--- src/rtl/register_file.sv ---
// Architectural register file with rename tags. Commits from the reorder
// buffer write values and retire tags. Issues from the dispatcher rename a
// destination to a RoB entry. Operand queries return either a ready value
// or the RoB index that will produce it.
module register_file #(
  parameter int                  REG_WIDTH    = 5,
  parameter int                  EX_REG_WIDTH = 6,
  parameter logic [EX_REG_WIDTH-1:0] NON_REG  = 6'b100000,
  parameter int                  RoB_WIDTH    = 8,
  parameter int                  EX_RoB_WIDTH = 9,
  parameter logic [EX_RoB_WIDTH-1:0] NON_DEP  = 9'b100000000
) (
  input  logic                    Sys_clk,
  input  logic                    Sys_rst,
  input  logic                    Sys_rdy,
  input  logic                    RoBRF_pre_judge,
  input  logic                    RoBRF_en,
  input  logic [RoB_WIDTH-1:0]    RoBRF_RoB_index,
  input  logic [EX_REG_WIDTH-1:0] RoBRF_rd,
  input  logic [31:0]             RoBRF_value,
  input  logic [EX_REG_WIDTH-1:0] DPRF_rs1,
  input  logic [EX_REG_WIDTH-1:0] DPRF_rs2,
  input  logic                    DPRF_en,
  input  logic [EX_REG_WIDTH-1:0] DPRF_rd,
  input  logic [RoB_WIDTH-1:0]    DPRF_RoB_index,
  output logic [EX_RoB_WIDTH-1:0] RFDP_Qj,
  output logic [EX_RoB_WIDTH-1:0] RFDP_Qk,
  output logic [31:0]             RFDP_Vj,
  output logic [31:0]             RFDP_Vk
);

  localparam int NUM_REGS = 1 << REG_WIDTH;

  logic [31:0]          values [NUM_REGS];
  logic [NUM_REGS-1:0]  busy;
  logic [RoB_WIDTH-1:0] tags   [NUM_REGS];

  logic [REG_WIDTH-1:0] commit_idx;
  logic [REG_WIDTH-1:0] issue_idx;
  logic                 commit_valid;
  logic                 issue_valid;
  logic                 commit_retires;

  // Decode which commit/issue actually targets a writable register (x0 and
  // the no-register encoding are ignored) and whether the commit retires the
  // current producer of its destination.
  always_comb begin
    commit_idx     = RoBRF_rd[REG_WIDTH-1:0];
    issue_idx      = DPRF_rd[REG_WIDTH-1:0];
    commit_valid   = RoBRF_en && (RoBRF_rd != NON_REG) && (RoBRF_rd != '0);
    issue_valid    = DPRF_en && (DPRF_rd != NON_REG) && (DPRF_rd != '0);
    commit_retires = commit_valid && busy[commit_idx] &&
                     (tags[commit_idx] == RoBRF_RoB_index);
  end

  // State update: reset beats everything; a flush clears every rename but
  // still lets the commit value land; an issue overrides a same-register
  // commit clear because it names a newer producer.
  always_ff @(posedge Sys_clk) begin
    if (Sys_rst) begin
      busy <= '0;
      for (int i = 0; i < NUM_REGS; i++) begin
        values[i] <= '0;
        tags[i]   <= '0;
      end
    end else if (Sys_rdy) begin
      if (commit_valid) begin
        values[commit_idx] <= RoBRF_value;
      end
      if (!RoBRF_pre_judge) begin
        busy <= '0;
        for (int i = 0; i < NUM_REGS; i++) begin
          tags[i] <= '0;
        end
      end else begin
        if (commit_retires) begin
          busy[commit_idx] <= 1'b0;
        end
        if (issue_valid) begin
          busy[issue_idx] <= 1'b1;
          tags[issue_idx] <= DPRF_RoB_index;
        end
      end
    end
  end

  // Operand lookup shared by both read ports: the commit bypass forwards a
  // value that is retiring this very cycle so the dispatcher never waits on
  // a producer that has already finished.
  function automatic logic [EX_RoB_WIDTH+31:0] lookup(input logic [EX_REG_WIDTH-1:0] rs);
    logic [REG_WIDTH-1:0]    idx;
    logic [EX_RoB_WIDTH-1:0] q;
    logic [31:0]             v;
    idx = rs[REG_WIDTH-1:0];
    q   = NON_DEP;
    v   = '0;
    if ((rs != NON_REG) && (rs != '0)) begin
      if (RoBRF_en && (RoBRF_rd == rs) && busy[idx] &&
          (tags[idx] == RoBRF_RoB_index)) begin
        v = RoBRF_value;
      end else if (busy[idx]) begin
        q = {1'b0, tags[idx]};
        v = values[idx];
      end else begin
        v = values[idx];
      end
    end
    return {q, v};
  endfunction

  // Combinational read ports, evaluated independently per source operand.
  always_comb begin
    {RFDP_Qj, RFDP_Vj} = lookup(DPRF_rs1);
    {RFDP_Qk, RFDP_Vk} = lookup(DPRF_rs2);
  end

endmodule

--- config.mk ---
export PLATFORM = sky130hd
export DESIGN_NAME = register_file
export DESIGN_NICKNAME = d
export VERILOG_FILES = /design/src/rtl/register_file.sv
export SDC_FILE = /design/constraint.sdc
export NUM_CORES = 2
export LEC_CHECK = 0
export ABC_AREA = 1
export CORE_MARGIN = 2
export CORE_UTILIZATION = 40
export CTS_BUF_LIST = sky130_fd_sc_hd__clkbuf_4 sky130_fd_sc_hd__clkbuf_8 sky130_fd_sc_hd__clkbuf_16
export DETAILED_ROUTE_END_ITERATION = 7
export PLACE_DENSITY = 0.53
export SYNTH_ARGS = -nofsm -noshare
export SYNTH_HDL_FRONTEND = slang
export SYNTH_SLANG_ARGS = --single-unit
--- constraint.sdc ---
create_clock -name Sys_clk -period 9.48 [get_ports Sys_clk]
set_input_delay 1.896 -clock Sys_clk [delete_from_list [all_inputs] [get_ports Sys_clk]]
set_output_delay 1.896 -clock Sys_clk [all_outputs]
set_load 0.01 [all_outputs]
* Word-level counts from Yosys, hierarchy flattened
Memories as Yosys holds them, arrays and structs flattened. Index checks and enable logic that the tools add are counted.
Storage, ports and cells: memory bits (writable) 1280, flip-flop bits (word level) 32, ROM bits 0, input bits 78, memories kept 2, latch bits 0, logic and storage cells 154, output and inout port bits 82
Operators by class: equality and inequality tests 9, multipliers 0, $add $sub $neg 0, div/mod/pow operators 0, bitwise operators 35, shifts and indexed selects 0, order comparisons 6, reductions and logical operators 22, multiplexer cells 79
Memory list:
- values | depth 32, bits a word 32, read ports 2, clocked after memory_dff 0, wr ports 32, line 34 | logic [31:0] values [NUM_REGS];
- tags | depth 32, bits a word 8, read ports 3, clocked after memory_dff 0, wr ports 32, line 36 | logic [RoB_WIDTH-1:0] tags [NUM_REGS];
Operator list (number):
- 2-to-1 mux 32 bit | 11
- 2-to-1 mux 8 bit | 33
- 2-to-1 mux 9 bit | 6
- AND 32 bit | 1
- NOT 32 bit | 1
- OR 1 bit | 32
- OR 32 bit | 1
- OR reduction 32 bit | 1
- == test 8 bit | 3
- less-than comparator 5 x 6 -> 1 bit (second input constant) | 4
- inequality test 6 bit (second input constant) | 4
- nonzero test 6 bit | 4
- 2-to-1 mux 1 bit | 22
- logical AND 1 bit | 16
- binary-select mux 1 bit (select 5 bit) | 3
- == test 6 bit | 2
- demux 1 bit (select 5 bit) | 2
- greater-or-equal comparator 5 x 1 -> 1 bit (second input constant) | 2
- 2-to-1 mux 5 bit | 2
- OR reduction 8 bit | 1

* Longest topological paths before layout
depth after elaboration 13, depth in mapped cells 22, depth with buffers taken out 21

* Worst setup path after synthesis
No wires, ideal clock.
kind input port to output port, from in DPRF_rs2[1], to out RFDP_Vk[10], stages on the path 16, slack 3.731 ns, data required time 7.584 ns, buffers on the path 4, arrival 3.853 ns, path through buf_4 -> nor2_2 -> buf_2 -> a22oi_1 -> o21ai_0 -> a21oi_1 -> nand3_1 -> nand2_1 -> nand2_1 -> nand3_1 -> nand3b_2 -> buf_6 -> buf_2 -> o21bai_1 -> nand2_1 -> nor2_1
On the way: word-level cells in the longest chain between the ends 6, elaborated cells on any way between the ends 14, those cells by class 3 x eq/ne; 4 x mux; 5 x reduce/logical; 2 x memory
Ends and longest elaborated chain:
- start: declaration | line 22 | input logic [EX_REG_WIDTH-1:0] DPRF_rs2,
- branches (longest 5 deep; another with memory (32 x 8 bit))
- 2-to-1 mux 32 bit * | line 97 | if ((rs != NON_REG) && (rs != '0)) begin
- end: declaration | line 29 | output logic [31:0] RFDP_Vk
Every way passes the cells marked *. The select of a mux whose other input is x is not followed.

* Worst setup path after layout
from in DPRF_rs2[0], to out RFDP_Vk[30]
The elaborated chain is that of the path after synthesis.

==> impl_metrics.py <==
metrics = {
    "sta": {
        "finalCriticalPeriod_ps": 8790,
        "min_period_over_period_pct": 92.7,
        "setup_viol": 0,
        "finalHoldViolCount": 0,
        "setup_tns_ps": 0,
        "fmax_mhz": 114,
        "hold_slack_ps": 472,
        "fin_ws_ps": 689,
        "report.final.slew_viol_count": 0,
        "relSlewSlack_pct": 0.916,
        "rsz0062_at_grt": "false",
        "fin_skew_ps": 45.9,
        "worstMarginPinSlew_ps": 1480,
    },
    "layout": {
        "final_common_cell": "nand2_1",
        "nets": 9305,
        "mostFrequentLayoutCells": "1,813 x nand2_1, 1,770 x nor2_1, 1,280 x edfxtp_1",
        "area_delta_synth_final_pct": 11.5,
        "drive_above_1_share_pct": 6.44,
        "utilization_pct": 44.8,
    },
    "hold_path": {
        "hold_path_startpoint": "busy[0]",
        "hold_path_class": "reg -> reg",
    },
    "setup_path": {
        "rrSetupSlack_ps": 6100,
        "crit_arrival_ps": 6890,
        "crit_path_end_kind": "output pin",
        "cp-endpoint": "RFDP_Vk[30]",
        "cp-start-kind": "input pin",
        "path_class": "in -> out",
        "path_cells": "buf_8, buf_4, a21oi_1, o21ai_0, nand3_1, nand3_1, nand3_1, nand3_1, nand2_1, nor2_1, nand3b_2, nor2_4, buf_12, nor2_1, nor2_1, clkdlybuf4s50_1",
        "critPathSlowestCell": "nor2_4",
        "worstSetupStartpoint": "DPRF_rs2[0]",
        "cp_max_fo": 72,
        "worstPathRequired_ps": 7580,
        "crit_top_cell": "nand3_1",
        "r2r_start": "tags[14][1]",
        "slowest_delay_ps": 730,
        "ff2ff_path_depth": 18,
        "timing.rr.end": "busy[22]",
    },
    "clock_network": {
        "h-tree-depth": 4,
        "path_clk_slew_ps": 70,
        "cts.sinks": 1312,
        "cts.repair.resized": 0,
        "clock_latency_ps": 840,
        "hold_buffers": 0,
        "cts_buffers": 155,
        "post_cts_buffers": 0,
        "clk_path_buf_depth": 3,
        "clockRootBuffer": "clkbuf_16",
        "cts_tree": "done",
    },
    "synthesis": {
        "synthTopCellsByArea": "edfxtp_1 51%, nand2_1 9.4%, nor2_1 8.9%",
        "synth_cells": 9479,
        "yosys_register_bits": 1312,
        "synth.avg_cell_area_um2": 7.94,
        "synth_edf_count": 1280,
        "synth_area_mm2": 0.0752,
        "synth_top_cell_area_share_pct": 51.1,
        "synth.distinct_cells": 47,
        "synth-seq-area-share_pct": 51.9,
        "synth_area_leader_cell": "edfxtp_1",
        "synth_flop_cell": "edfxtp_1",
        "yosysWarnings": 0,
        "synthArstFlopShare_pct": 0,
    },
    "route": {
        "postRouteAntennaNets": 0,
        "drcViolationCount": 0,
        "drt-vias-per-instance": 6.08,
        "routed_wl_mm": 338,
        "first_pass_iters": 6,
        "drt_iter0_drc": 10540,
        "vias": 71993,
        "routedWlPerCell_um": 28.5,
    },
    "floorplanning": {
        "start_util_pct": 40.1,
        "fp-row-count": 159,
        "dieHeight_um": 438,
        "coreArea_mm2": 0.187,
        "die-area_mm2": 0.192,
        "fp.dieW_um": 438,
        "io_pins": 160,
    },
    "placed_design": {
        "dp_slack_ps": 987,
        "dp_hpwl_mm": 194,
        "gp_congestion": 0.985,
        "io_buffers": 158,
    },
    "global_route": {
        "grtUsageTotal_pct": 34.2,
        "grt_antenna_before_repair": 4,
        "grt_pass1_wl_mm": 475,
        "grt_overflow": 0,
        "grt_max_degree": 178,
        "grt_pass1_vias": 66230,
    },
    "power_and_ir_drop": {
        "leakage_nw": 32.8,
        "powerDensity_mw_per_mm2": 180,
        "vdd_drop_max_v": 0.000139,
    },
    "run_status": {
        "violations": "capacitance limit",
        "status": "finished with violations",
    },
    "run": {
        "maxCapViolCount": 1,
    },
}
-- flip-flops by register name, indices dropped and copies added (netlist names) --
register	count
busy	32
values	1024
tags	256
-- layout make-up --
type / instances / area (um^2)
repair buffers: 390 / 3650
diodes: 4 / 10.0
inverters: 557 / 2130
fillers: 18545 / 104000
flip-flops and latches: 1312 / 39100
well taps: 2495 / 3120
clock buffers: 197 / 4260
clock inverters: 81 / 704
multi-input cells: 6811 / 30900
-- kinds of logic after synthesis --
group | synth area share [%]
other cells | 0.00498
flops | 51.9
buf+inv | 7.44
simple gates | 22.3
xor+xnor | 0.0466
compound gates | 18.2
-- how the worst min path moves through the flow --
stage	endpoint	slack, ps	cells past startpoint
4_1_cts	busy[0]	470	2
2_1_floorplan	busy[0]	430	2
5_1_grt	busy[0]	510	2
3_3_place_gp	busy[0]	450	2
3_5_place_dp	busy[0]	460	2
6_report	busy[0]	470	2
-- per-layer routing --
layer | share of wire [%] | global-route usage (%) | wire, um | vias up
met1 | 38 | 44.9 | 129000 | 34486
met5 | 0 | 0 | 0 | -
met2 | 44 | 51.9 | 147000 | 4798
li1 | - | - | - | 31758
met3 | 11 | 5.85 | 35900 | 951
met4 | 7.5 | 22.5 | 25300 | 0
-- power breakdown --
group          leakage [nW]  internal, mW  switching, mW
logic                  17.7         0.592           1.68
clock network          2.45          3.38           2.58
registers              12.6          6.68          0.158
total                  32.8          10.7           4.41
-- critical path, delay by kind of cell --
kind	cells	cell delay, ps
simple gates	10	2990
buf+inv	4	1640
compound gates	2	220
-- metrics by stage --
step / instances / instance area (um^2) / total power [mW]
after floorplan: 9518 / 75400 / 8.15
after global placement: 11565 / 78900 / 9.12
after detailed placement: 11565 / 78900 / 9.15
after CTS: 11843 / 83900 / 15.0
after global routing: 11844 / 83900 / 15.5
final: 11847 / 83900 / 15.1
-- cell usage after synthesis, types with 2 or more instances --
cell	n
buf_1	55
xnor2_1	2
a31oi_1	43
o22ai_1	20
a21oi_1	1160
a32o_1	10
o2111ai_1	2
buf_6	10
inv_1	543
a32oi_1	8
o221ai_1	29
nor2_1	1776
nor3_2	8
nor2_4	2
inv_2	8
edfxtp_1	1280
nand2_1	1877
dfxtp_1	32
buf_2	199
a221oi_1	13
nor3_1	30
o21bai_1	17
clkinv_1	6
a211oi_1	18
o311ai_0	111
nor2_2	5
o211ai_1	79
clkbuf_1	564
a22oi_1	23
nand3b_1	4
o21ai_0	930
buf_4	10
o31ai_1	4
nand4_1	17
xor2_1	2
nor4_1	3
o21ai_1	45
nand3_1	525
(Power assumes the default switching activity.)
